<file path="src/rtl/seg_scan_decoder_pkg.sv">
// seg_pkg: shared constants and types for the seven-segment scan decoder.
//   NUM_DIGITS      number of scanned positions (HH . MM . SS with two separators)
//   SEP_POS_A/B     positions that carry the separator dot instead of a digit
//   SEG_0..SEG_9    legal a-g patterns for the decimal digits, bit order {g,f,e,d,c,b,a}
//   seg_state_e     scan-tracking FSM states
//   is_sep()        true for a separator position
package seg_pkg;

   localparam int NUM_DIGITS = 8;
   localparam int SEP_POS_A  = 2;
   localparam int SEP_POS_B  = 5;

   localparam logic [6:0] SEG_0 = 7'h3F;
   localparam logic [6:0] SEG_1 = 7'h06;
   localparam logic [6:0] SEG_2 = 7'h5B;
   localparam logic [6:0] SEG_3 = 7'h4F;
   localparam logic [6:0] SEG_4 = 7'h66;
   localparam logic [6:0] SEG_5 = 7'h6D;
   localparam logic [6:0] SEG_6 = 7'h7D;
   localparam logic [6:0] SEG_7 = 7'h07;
   localparam logic [6:0] SEG_8 = 7'h7F;
   localparam logic [6:0] SEG_9 = 7'h6F;

   typedef enum logic [1:0] {
      S_IDLE   = 2'd0,
      S_SETTLE = 2'd1,
      S_HELD   = 2'd2
   } seg_state_e;

   function automatic logic is_sep(input int pos);
      return (pos == SEP_POS_A) || (pos == SEP_POS_B);
   endfunction

endpackage

</file>
<file path="src/rtl/seg_scan_decoder_if.sv">
// seg_scan_decoder_if: display-scan input bus and decoded-time output bus.
//   i_cs     digit select, active-low one-hot (position 0 = hours tens)
//   i_seg    segments, active-high {dp,g,f,e,d,c,b,a}
//   o_hh/o_mm/o_ss  last good frame, packed BCD {tens,units}
//   o_valid / o_err one-cycle pulse per good / bad frame
//   o_stale  level, no digit accepted for the timeout period
//   state    debug view of the scan-tracking FSM
// Handshake: the scan inputs have no flow control; every cycle is a sample.
// o_valid and o_err are single-cycle strobes, never asserted together, and
// o_hh/o_mm/o_ss change only in the o_valid cycle.
interface seg_scan_decoder_if;
   import seg_pkg::*;

   logic [7:0] i_cs;
   logic [7:0] i_seg;
   logic [7:0] o_hh;
   logic [7:0] o_mm;
   logic [7:0] o_ss;
   logic       o_valid;
   logic       o_err;
   logic       o_stale;
   seg_state_e state;

   modport master (
      output i_cs, i_seg,
      input  o_hh, o_mm, o_ss, o_valid, o_err, o_stale, state
   );

   modport slave (
      input  i_cs, i_seg,
      output o_hh, o_mm, o_ss, o_valid, o_err, o_stale, state
   );

endinterface

</file>
<file path="src/rtl/seg_scan_decoder_seg7_to_bcd.sv">
// seg7_to_bcd: combinational decode of a seven-segment a-g pattern.
//   seg_ag  segment bits {g,f,e,d,c,b,a}; the dot is stripped by the caller
//   legal   pattern is exactly one of the ten digit shapes
//   digit   decoded value 0-9 (0 when not legal)
module seg7_to_bcd
   import seg_pkg::*;
(
   input  logic [6:0] seg_ag,
   output logic       legal,
   output logic [3:0] digit
);

   always_comb begin
      legal = 1'b1;
      digit = 4'd0;
      case (seg_ag)
         SEG_0:   digit = 4'd0;
         SEG_1:   digit = 4'd1;
         SEG_2:   digit = 4'd2;
         SEG_3:   digit = 4'd3;
         SEG_4:   digit = 4'd4;
         SEG_5:   digit = 4'd5;
         SEG_6:   digit = 4'd6;
         SEG_7:   digit = 4'd7;
         SEG_8:   digit = 4'd8;
         SEG_9:   digit = 4'd9;
         default: legal = 1'b0;
      endcase
   end

endmodule

</file>
<file path="src/rtl/seg_scan_decoder.sv">
// seg_scan_decoder: rebuilds HH.MM.SS from a multiplexed 8-digit LED scan.
//   i_clk  single clock, rising edge
//   i_rst  synchronous active-high reset
//   bus    seg_scan_decoder_if.slave (scan inputs, decoded outputs, FSM state)
// A digit is accepted once {i_cs,i_seg} has been identical and valid for
// STABLE_CYCLES consecutive samples. When all eight positions have been
// captured the frame is checked the next cycle and one of o_valid/o_err pulses.
module seg_scan_decoder
   import seg_pkg::*;
#(
   parameter int STABLE_CYCLES  = 16,
   parameter int TIMEOUT_CYCLES = 1000000
) (
   input  logic                i_clk,
   input  logic                i_rst,
   seg_scan_decoder_if.slave   bus
);

   localparam int CW = $clog2(STABLE_CYCLES + 1);
   localparam int TW = $clog2(TIMEOUT_CYCLES + 1);
   localparam logic [CW-1:0] STABLE_MAX  = CW'(STABLE_CYCLES);
   localparam logic [TW-1:0] TIMEOUT_MAX = TW'(TIMEOUT_CYCLES);

   logic [7:0] cs;
   logic [7:0] seg;
   assign cs  = bus.i_cs;
   assign seg = bus.i_seg;

   // Scan sample qualification
   logic       cs_ok;
   logic [2:0] pos;
   logic       same;
   logic [7:0] prev_cs_q;
   logic [7:0] prev_seg_q;

   assign cs_ok = ($countones(~cs) == 1);
   assign same  = (cs == prev_cs_q) && (seg == prev_seg_q);

   always_comb begin
      pos = '0;
      for (int k = 0; k < NUM_DIGITS; k++) begin
         if (!cs[k]) pos = 3'(k);
      end
   end

   // FSM: state register
   seg_state_e    state_q, state_n;
   logic [CW-1:0] cnt_q, cnt_n;
   logic          accept;

   always_ff @(posedge i_clk) begin
      if (i_rst) begin
         state_q    <= S_IDLE;
         cnt_q      <= '0;
         prev_cs_q  <= '0;
         prev_seg_q <= '0;
      end else begin
         state_q    <= state_n;
         cnt_q      <= cnt_n;
         prev_cs_q  <= cs;
         prev_seg_q <= seg;
      end
   end

   // FSM: next state. The count never passes STABLE_MAX because reaching it
   // moves the FSM to S_HELD, where it stays until the sample changes.
   always_comb begin
      state_n = state_q;
      cnt_n   = cnt_q;
      if (!cs_ok) begin
         state_n = S_IDLE;
         cnt_n   = '0;
      end else begin
         case (state_q)
            S_IDLE: begin
               state_n = S_SETTLE;
               cnt_n   = CW'(1);
            end
            S_SETTLE: begin
               cnt_n = same ? cnt_q + CW'(1) : CW'(1);
            end
            S_HELD: begin
               if (!same) begin
                  state_n = S_SETTLE;
                  cnt_n   = CW'(1);
               end
            end
            default: begin
               state_n = S_IDLE;
               cnt_n   = '0;
            end
         endcase
         if (state_n == S_SETTLE && cnt_n == STABLE_MAX) state_n = S_HELD;
      end
   end

   // FSM: outputs. A held, unchanged sample never re-accepts.
   always_comb begin
      accept = cs_ok && (cnt_n == STABLE_MAX) && !(state_q == S_HELD && same);
   end

   assign bus.state = state_q;

   // Captured bytes and per-position decode
   logic [7:0] bytes_q [NUM_DIGITS];
   logic       legal   [NUM_DIGITS];
   logic [3:0] digit   [NUM_DIGITS];

   for (genvar g = 0; g < NUM_DIGITS; g++) begin : g_dec
      seg7_to_bcd u_dec (
         .seg_ag (bytes_q[g][6:0]),
         .legal  (legal[g]),
         .digit  (digit[g])
      );
   end

   // Frame check: digits must decode, separators need the dot, and the
   // time must be in range.
   logic       frame_good;
   logic [6:0] hh_bin, mm_bin, ss_bin;

   always_comb begin
      hh_bin     = 7'(digit[0]) * 7'd10 + 7'(digit[1]);
      mm_bin     = 7'(digit[3]) * 7'd10 + 7'(digit[4]);
      ss_bin     = 7'(digit[6]) * 7'd10 + 7'(digit[7]);
      frame_good = (hh_bin <= 7'd23) && (mm_bin <= 7'd59) && (ss_bin <= 7'd59);
      for (int i = 0; i < NUM_DIGITS; i++) begin
         if (is_sep(i)) frame_good = frame_good & bytes_q[i][7];
         else           frame_good = frame_good & legal[i];
      end
   end

   // Capture mask: cleared in the evaluation cycle, but an acceptance in that
   // same cycle lands in the cleared mask so it counts toward the next frame.
   logic [7:0] mask_q, mask_n;
   logic       frame_done;

   assign frame_done = (mask_q == 8'hFF);

   always_comb begin
      mask_n = frame_done ? 8'h00 : mask_q;
      if (accept) mask_n[pos] = 1'b1;
   end

   logic [TW-1:0] tcnt_q;
   logic [7:0]    hh_q, mm_q, ss_q;
   logic          valid_q, err_q;

   always_ff @(posedge i_clk) begin
      if (i_rst) begin
         mask_q  <= '0;
         tcnt_q  <= '0;
         hh_q    <= '0;
         mm_q    <= '0;
         ss_q    <= '0;
         valid_q <= 1'b0;
         err_q   <= 1'b0;
         for (int i = 0; i < NUM_DIGITS; i++) bytes_q[i] <= '0;
      end else begin
         mask_q  <= mask_n;
         valid_q <= frame_done && frame_good;
         err_q   <= frame_done && !frame_good;
         if (accept) bytes_q[pos] <= seg;
         if (frame_done && frame_good) begin
            hh_q <= {digit[0], digit[1]};
            mm_q <= {digit[3], digit[4]};
            ss_q <= {digit[6], digit[7]};
         end
         // Acceptance takes priority over saturation.
         if (accept)                     tcnt_q <= '0;
         else if (tcnt_q != TIMEOUT_MAX) tcnt_q <= tcnt_q + TW'(1);
      end
   end

   assign bus.o_hh    = hh_q;
   assign bus.o_mm    = mm_q;
   assign bus.o_ss    = ss_q;
   assign bus.o_valid = valid_q;
   assign bus.o_err   = err_q;
   assign bus.o_stale = (tcnt_q == TIMEOUT_MAX);

endmodule

</file>
<file path="src/flat_wrapper.sv">
// flat-port wrapper written by rule: the top's interface ports become plain ports
module seg_scan_decoder_flat import seg_pkg::*;
#(
   parameter int STABLE_CYCLES  = 16,
   parameter int TIMEOUT_CYCLES = 1000000
)
  (i_clk, i_rst, bus_i_cs, bus_i_seg, bus_o_hh, bus_o_mm, bus_o_ss, bus_o_valid, bus_o_err, bus_o_stale, bus_state);
  seg_scan_decoder_if bus_i ();
  input  logic i_clk;
  input  logic i_rst;
  input wire logic [$bits(bus_i.i_cs)-1:0] bus_i_cs;
  input wire logic [$bits(bus_i.i_seg)-1:0] bus_i_seg;
  output wire logic [$bits(bus_i.o_hh)-1:0] bus_o_hh;
  output wire logic [$bits(bus_i.o_mm)-1:0] bus_o_mm;
  output wire logic [$bits(bus_i.o_ss)-1:0] bus_o_ss;
  output wire logic [$bits(bus_i.o_valid)-1:0] bus_o_valid;
  output wire logic [$bits(bus_i.o_err)-1:0] bus_o_err;
  output wire logic [$bits(bus_i.o_stale)-1:0] bus_o_stale;
  output wire logic [$bits(bus_i.state)-1:0] bus_state;
  assign bus_i.i_cs = bus_i_cs;
  assign bus_i.i_seg = bus_i_seg;
  assign bus_o_hh = bus_i.o_hh;
  assign bus_o_mm = bus_i.o_mm;
  assign bus_o_ss = bus_i.o_ss;
  assign bus_o_valid = bus_i.o_valid;
  assign bus_o_err = bus_i.o_err;
  assign bus_o_stale = bus_i.o_stale;
  assign bus_state = bus_i.state;
  seg_scan_decoder #(.STABLE_CYCLES(STABLE_CYCLES), .TIMEOUT_CYCLES(TIMEOUT_CYCLES)) u_core (.i_clk(i_clk), .i_rst(i_rst), .bus(bus_i));
endmodule
</file>
<file path="config.mk">
export PLATFORM = sky130hd
export DESIGN_NAME = seg_scan_decoder_flat
export DESIGN_NICKNAME = d
export VERILOG_FILES = /design/src/rtl/seg_scan_decoder_pkg.sv /design/src/rtl/seg_scan_decoder_if.sv /design/src/rtl/seg_scan_decoder_seg7_to_bcd.sv /design/src/rtl/seg_scan_decoder.sv /design/src/flat_wrapper.sv
export SDC_FILE = /design/constraint.sdc
export NUM_CORES = 1
export LEC_CHECK = 0
export ABC_AREA = 1
export BUFFER_PORTS_ARGS = -buffer_cell sky130_fd_sc_hd__buf_2
export CORE_MARGIN = 2
export CORE_UTILIZATION = 45
export DETAILED_ROUTE_END_ITERATION = 7
export PLACE_DENSITY = 0.67
export REMOVE_ABC_BUFFERS = 1
export SETUP_SLACK_MARGIN = 0.4
export SKIP_CTS_REPAIR_TIMING = 1
export SYNTH_ARGS = -nofsm -noshare
export SYNTH_HDL_FRONTEND = slang
export SYNTH_SLANG_ARGS = --single-unit
</file>
<file path="constraint.sdc">
create_clock -name i_clk -period 4 [get_ports i_clk]
set_input_delay 0.6 -clock i_clk [delete_from_list [all_inputs] [get_ports i_clk]]
set_output_delay 0.6 -clock i_clk [all_outputs]
set_load 0.005 [all_outputs]
</file>
==> qor.txt <==
Synth Cell Area: 7350 sq um
period utilization: 92.4%
# setup viols final: 0
chip height: 132 um
maxcap violations: 0
largest net degree at the start of global routing: 44
leak pwr: 4.23 nW
CP Buf/Inv Count: 5
fin cells: 1,273
TritonCTS Buffers: 17
# DRC: 0
critical path cell sequence: buf_6 -> inv_4 -> ha_4 -> fa_1 -> fa_1 -> ha_2 -> fa_1 -> nor4b_2 -> buf_4 -> nand2_2 -> nor2_1 -> nand2_1 -> inv_4 -> nand4_4 -> o21ai_1 -> buf_4
WP data required: 4120 ps
first-pass GRT wire length: 26,000 um
antenna-violating nets left: 0
critical path class: primary input to register
HP Class: primary input to register
final hold slack: 398 ps
slowest stage delay, CP: 560 ps
Yosys top cell area share: 21.0%
WL final: 16,500 um
vias in the first global route: 5,782
DRT iter0 DRCs: 308
RSZ-0062 raised after global routing: yes
pins over their slew limit: 0
die width: 132 um
via count: 6,256
IO Port Bufs: 46
CTS clk-pin slew, worst paths: 50 ps
Routability Congestion: 0.872
Seq/Total Area, Yosys: 39.0%
Post-Place Cells: 1,203
fmax: 0.270 GHz
# IOs: 47
crit path launch type: primary input
critical path peak fanout: 7
status: complete, no violations
# diodes: 0
Cell Rows: 46
Net count, final: 1,101
Die Area: 17,400 sq um
Worst slew margin: 34.7%
CP max-delay cell: fa_1
cell seen most often among critical-path stages: fa_1
routed len/inst: 12.9 um
Slew @ Worst Pin: 970 ps
min Tclk post-route: 3700 ps
layout filler cell count: 1,425
main area contributors after synthesis: dfxtp_1 21%, edfxtp_1 18%, nand2_1 8.9%
Yosys top cell by area: dfxtp_1
initial antenna violation count: 0
Crit path max-delay family: adder cells
synth unique cells: 45
Pre-antenna DRT Iters: 5
worst ir drop on vdd: 0.306 mV
FF+latch count, synth: 121
DP Area: 7980 sq um
area delta synth->final: 28.6%
design area: 9450 sq um
Cell Pwr Density: 334 nW/um^2
CTS max path bufs: 2
vias per inst: 4.91
Post-DP HPWL: 11,000 um
Tot GR Track Use: 18.1%
Clock Latency Late Sink: 420 ps
Worst setup EP type: register
Avg Inst Size Synth: 7.91 sq um
Mapped Cells: 929
total grt overflow: 0
Hold Fails Final Rpt: 0
clock skew: 6.22 ps
effective utilization at floorplan: 46.1%
crit path DAT: 3820 ps
final core utilization: 59.3%
layout cells sized above 1: 30.3%
Yosys Warn Count: 0
Root Driver: clkbuf_16
CTS tree: yes
Core ar.: 15,900 sq um
htree depth: 4
clk sinks: 121
routing by layer:
| metal | up-vias | global-route usage (%) | share of wire [%] |
|---|---|---|---|
| met5 | - | 0 | 0 |
| met4 | 0 | 5.62 | 1.1 |
| met3 | 17 | 4.00 | 3.3 |
| met2 | 110 | 31.4 | 50 |
| met1 | 2865 | 22.7 | 45 |
| li1 | 3264 | - | - |
worst register-to-register path, stage by stage (launching register included):
cell	delay (ps)
edfxtp_1	450
inv_1	150
nand2_4	90
nor4_4	200
buf_4	180
inv_4	40
o311ai_4	70
ha_1	290
ha_2	200
fa_2	620
nand3_2	70
nand4_1	160
nand2_2	80
nor3_4	230
nand4_4	130
buf_12	200
buf_12	150
nand2_1	60
nand2_1	50
nor2_1	120
synth_stat cells:
cell type / count
fa_1: 10
nor4_2: 2
nor3_2: 47
o21ai_2: 6
nand3_2: 2
nor2_2: 3
or3_1: 1
clkbuf_1: 12
or2_1: 1
nor4b_1: 1
clkinv_2: 5
nand4_4: 3
nor4_1: 8
or2_2: 13
a21boi_0: 1
nand4_1: 33
a21oi_1: 21
o21a_1: 1
edfxtp_1: 44
and3_1: 1
o211ai_1: 1
dfxtp_1: 77
nor2_4: 2
o311ai_0: 2
nand2_1: 174
o31ai_1: 2
nor3_4: 2
xor2_1: 14
nor2_1: 150
nand3b_1: 2
o2111ai_1: 3
a31oi_1: 1
buf_2: 3
xnor2_1: 16
nor3_1: 22
and2_1: 2
o21ai_0: 8
ha_1: 29
a21boi_1: 1
inv_1: 122
nand2_2: 3
o21ai_1: 10
buf_6: 8
nand3_1: 55
inv_2: 5
path summary, 6_finish.rpt:
path	slack [ps]	cells after the start	from	end
worst max register to register	380	19	u_core.bytes_q[3][5]	u_core.bus.o_ss[7]
worst min-delay path	400	3	bus_i_cs[2]	u_core.prev_cs_q[2]
worst min register to register	450	2	u_core.bus.o_mm[0]	u_core.bus.o_mm[0]
worst max-delay path	300	16	bus_i_cs[4]	u_core.bytes_q[7][0]
registers in the layout, summed over array words and instances, names as in the netlist:
name                flops
u_core.bus.o_err        1
u_core.bus.o_hh         8
u_core.bus.o_mm         8
u_core.bus.o_ss         8
u_core.bus.o_valid      1
u_core.bus.state        2
u_core.bytes_q         44
u_core.cnt_q            5
u_core.mask_q           8
u_core.prev_cs_q        8
u_core.prev_seg_q       8
u_core.tcnt_q          20
metrics by stage:
step / setup WS (ps) / setup TNS (ps) / power [mW]
after floorplan: -427 / -18070 / 1.53
after global placement: -173 / -8260 / 1.62
after detailed placement: -195 / -10400 / 1.62
after CTS: 198 / 0 / 3.13
after global routing: 136 / 0 / 3.28
final: 302 / 0 / 3.16
cell families (layout without fill, tap and decap cells):
| kind of cell | count (synthesis) | count (layout) | share of synthesized area, % |
|---|---|---|---|
| adder cells (fa/ha/maj) | 39 | 39 | 7.66 |
| AO/OA/AOI/OAI | 57 | 57 | 4.66 |
| flip-flops | 121 | 121 | 39.0 |
| AND/OR/NAND/NOR | 527 | 527 | 36.3 |
| buffers and inverters | 155 | 283 | 8.87 |
| XOR/XNOR | 30 | 30 | 3.58 |
where the power goes:
part / internal [mW] / total, mW / switching, mW
Clock: 0.978 / 1.50 / 0.527
Sequential: 1.31 / 1.35 / 0.0380
Combinational: 0.123 / 0.302 / 0.180
layout by cell type (no fill, tap or decap), types with 13 or more instances in the layout:
cell,n
nand2_1,145
o21ai_2,13
nand3_1,51
nor3_1,19
inv_2,15
nor3_2,49
inv_1,109
buf_4,47
xor2_1,14
buf_6,17
xnor2_1,16
nand2_2,19
nand4_1,33
clkbuf_16,22
a21oi_1,21
edfxtp_1,44
buf_2,42
ha_1,22
dfxtp_1,77
nor2_1,143
cell type report:
class	instances	area [sq um]	share of cell area, %
Clock buffer	24	492	5.20
Clock inverter	8	93.8	0.993
Inverter	132	510	5.40
Multi-Input combinational cell	653	4210	44.5
Sequential cell	121	2860	30.3
Tap cell	216	270	2.86
Timing Repair Buffer	119	1020	10.8
No activity file was read; power rests on OpenSTA's default activity.
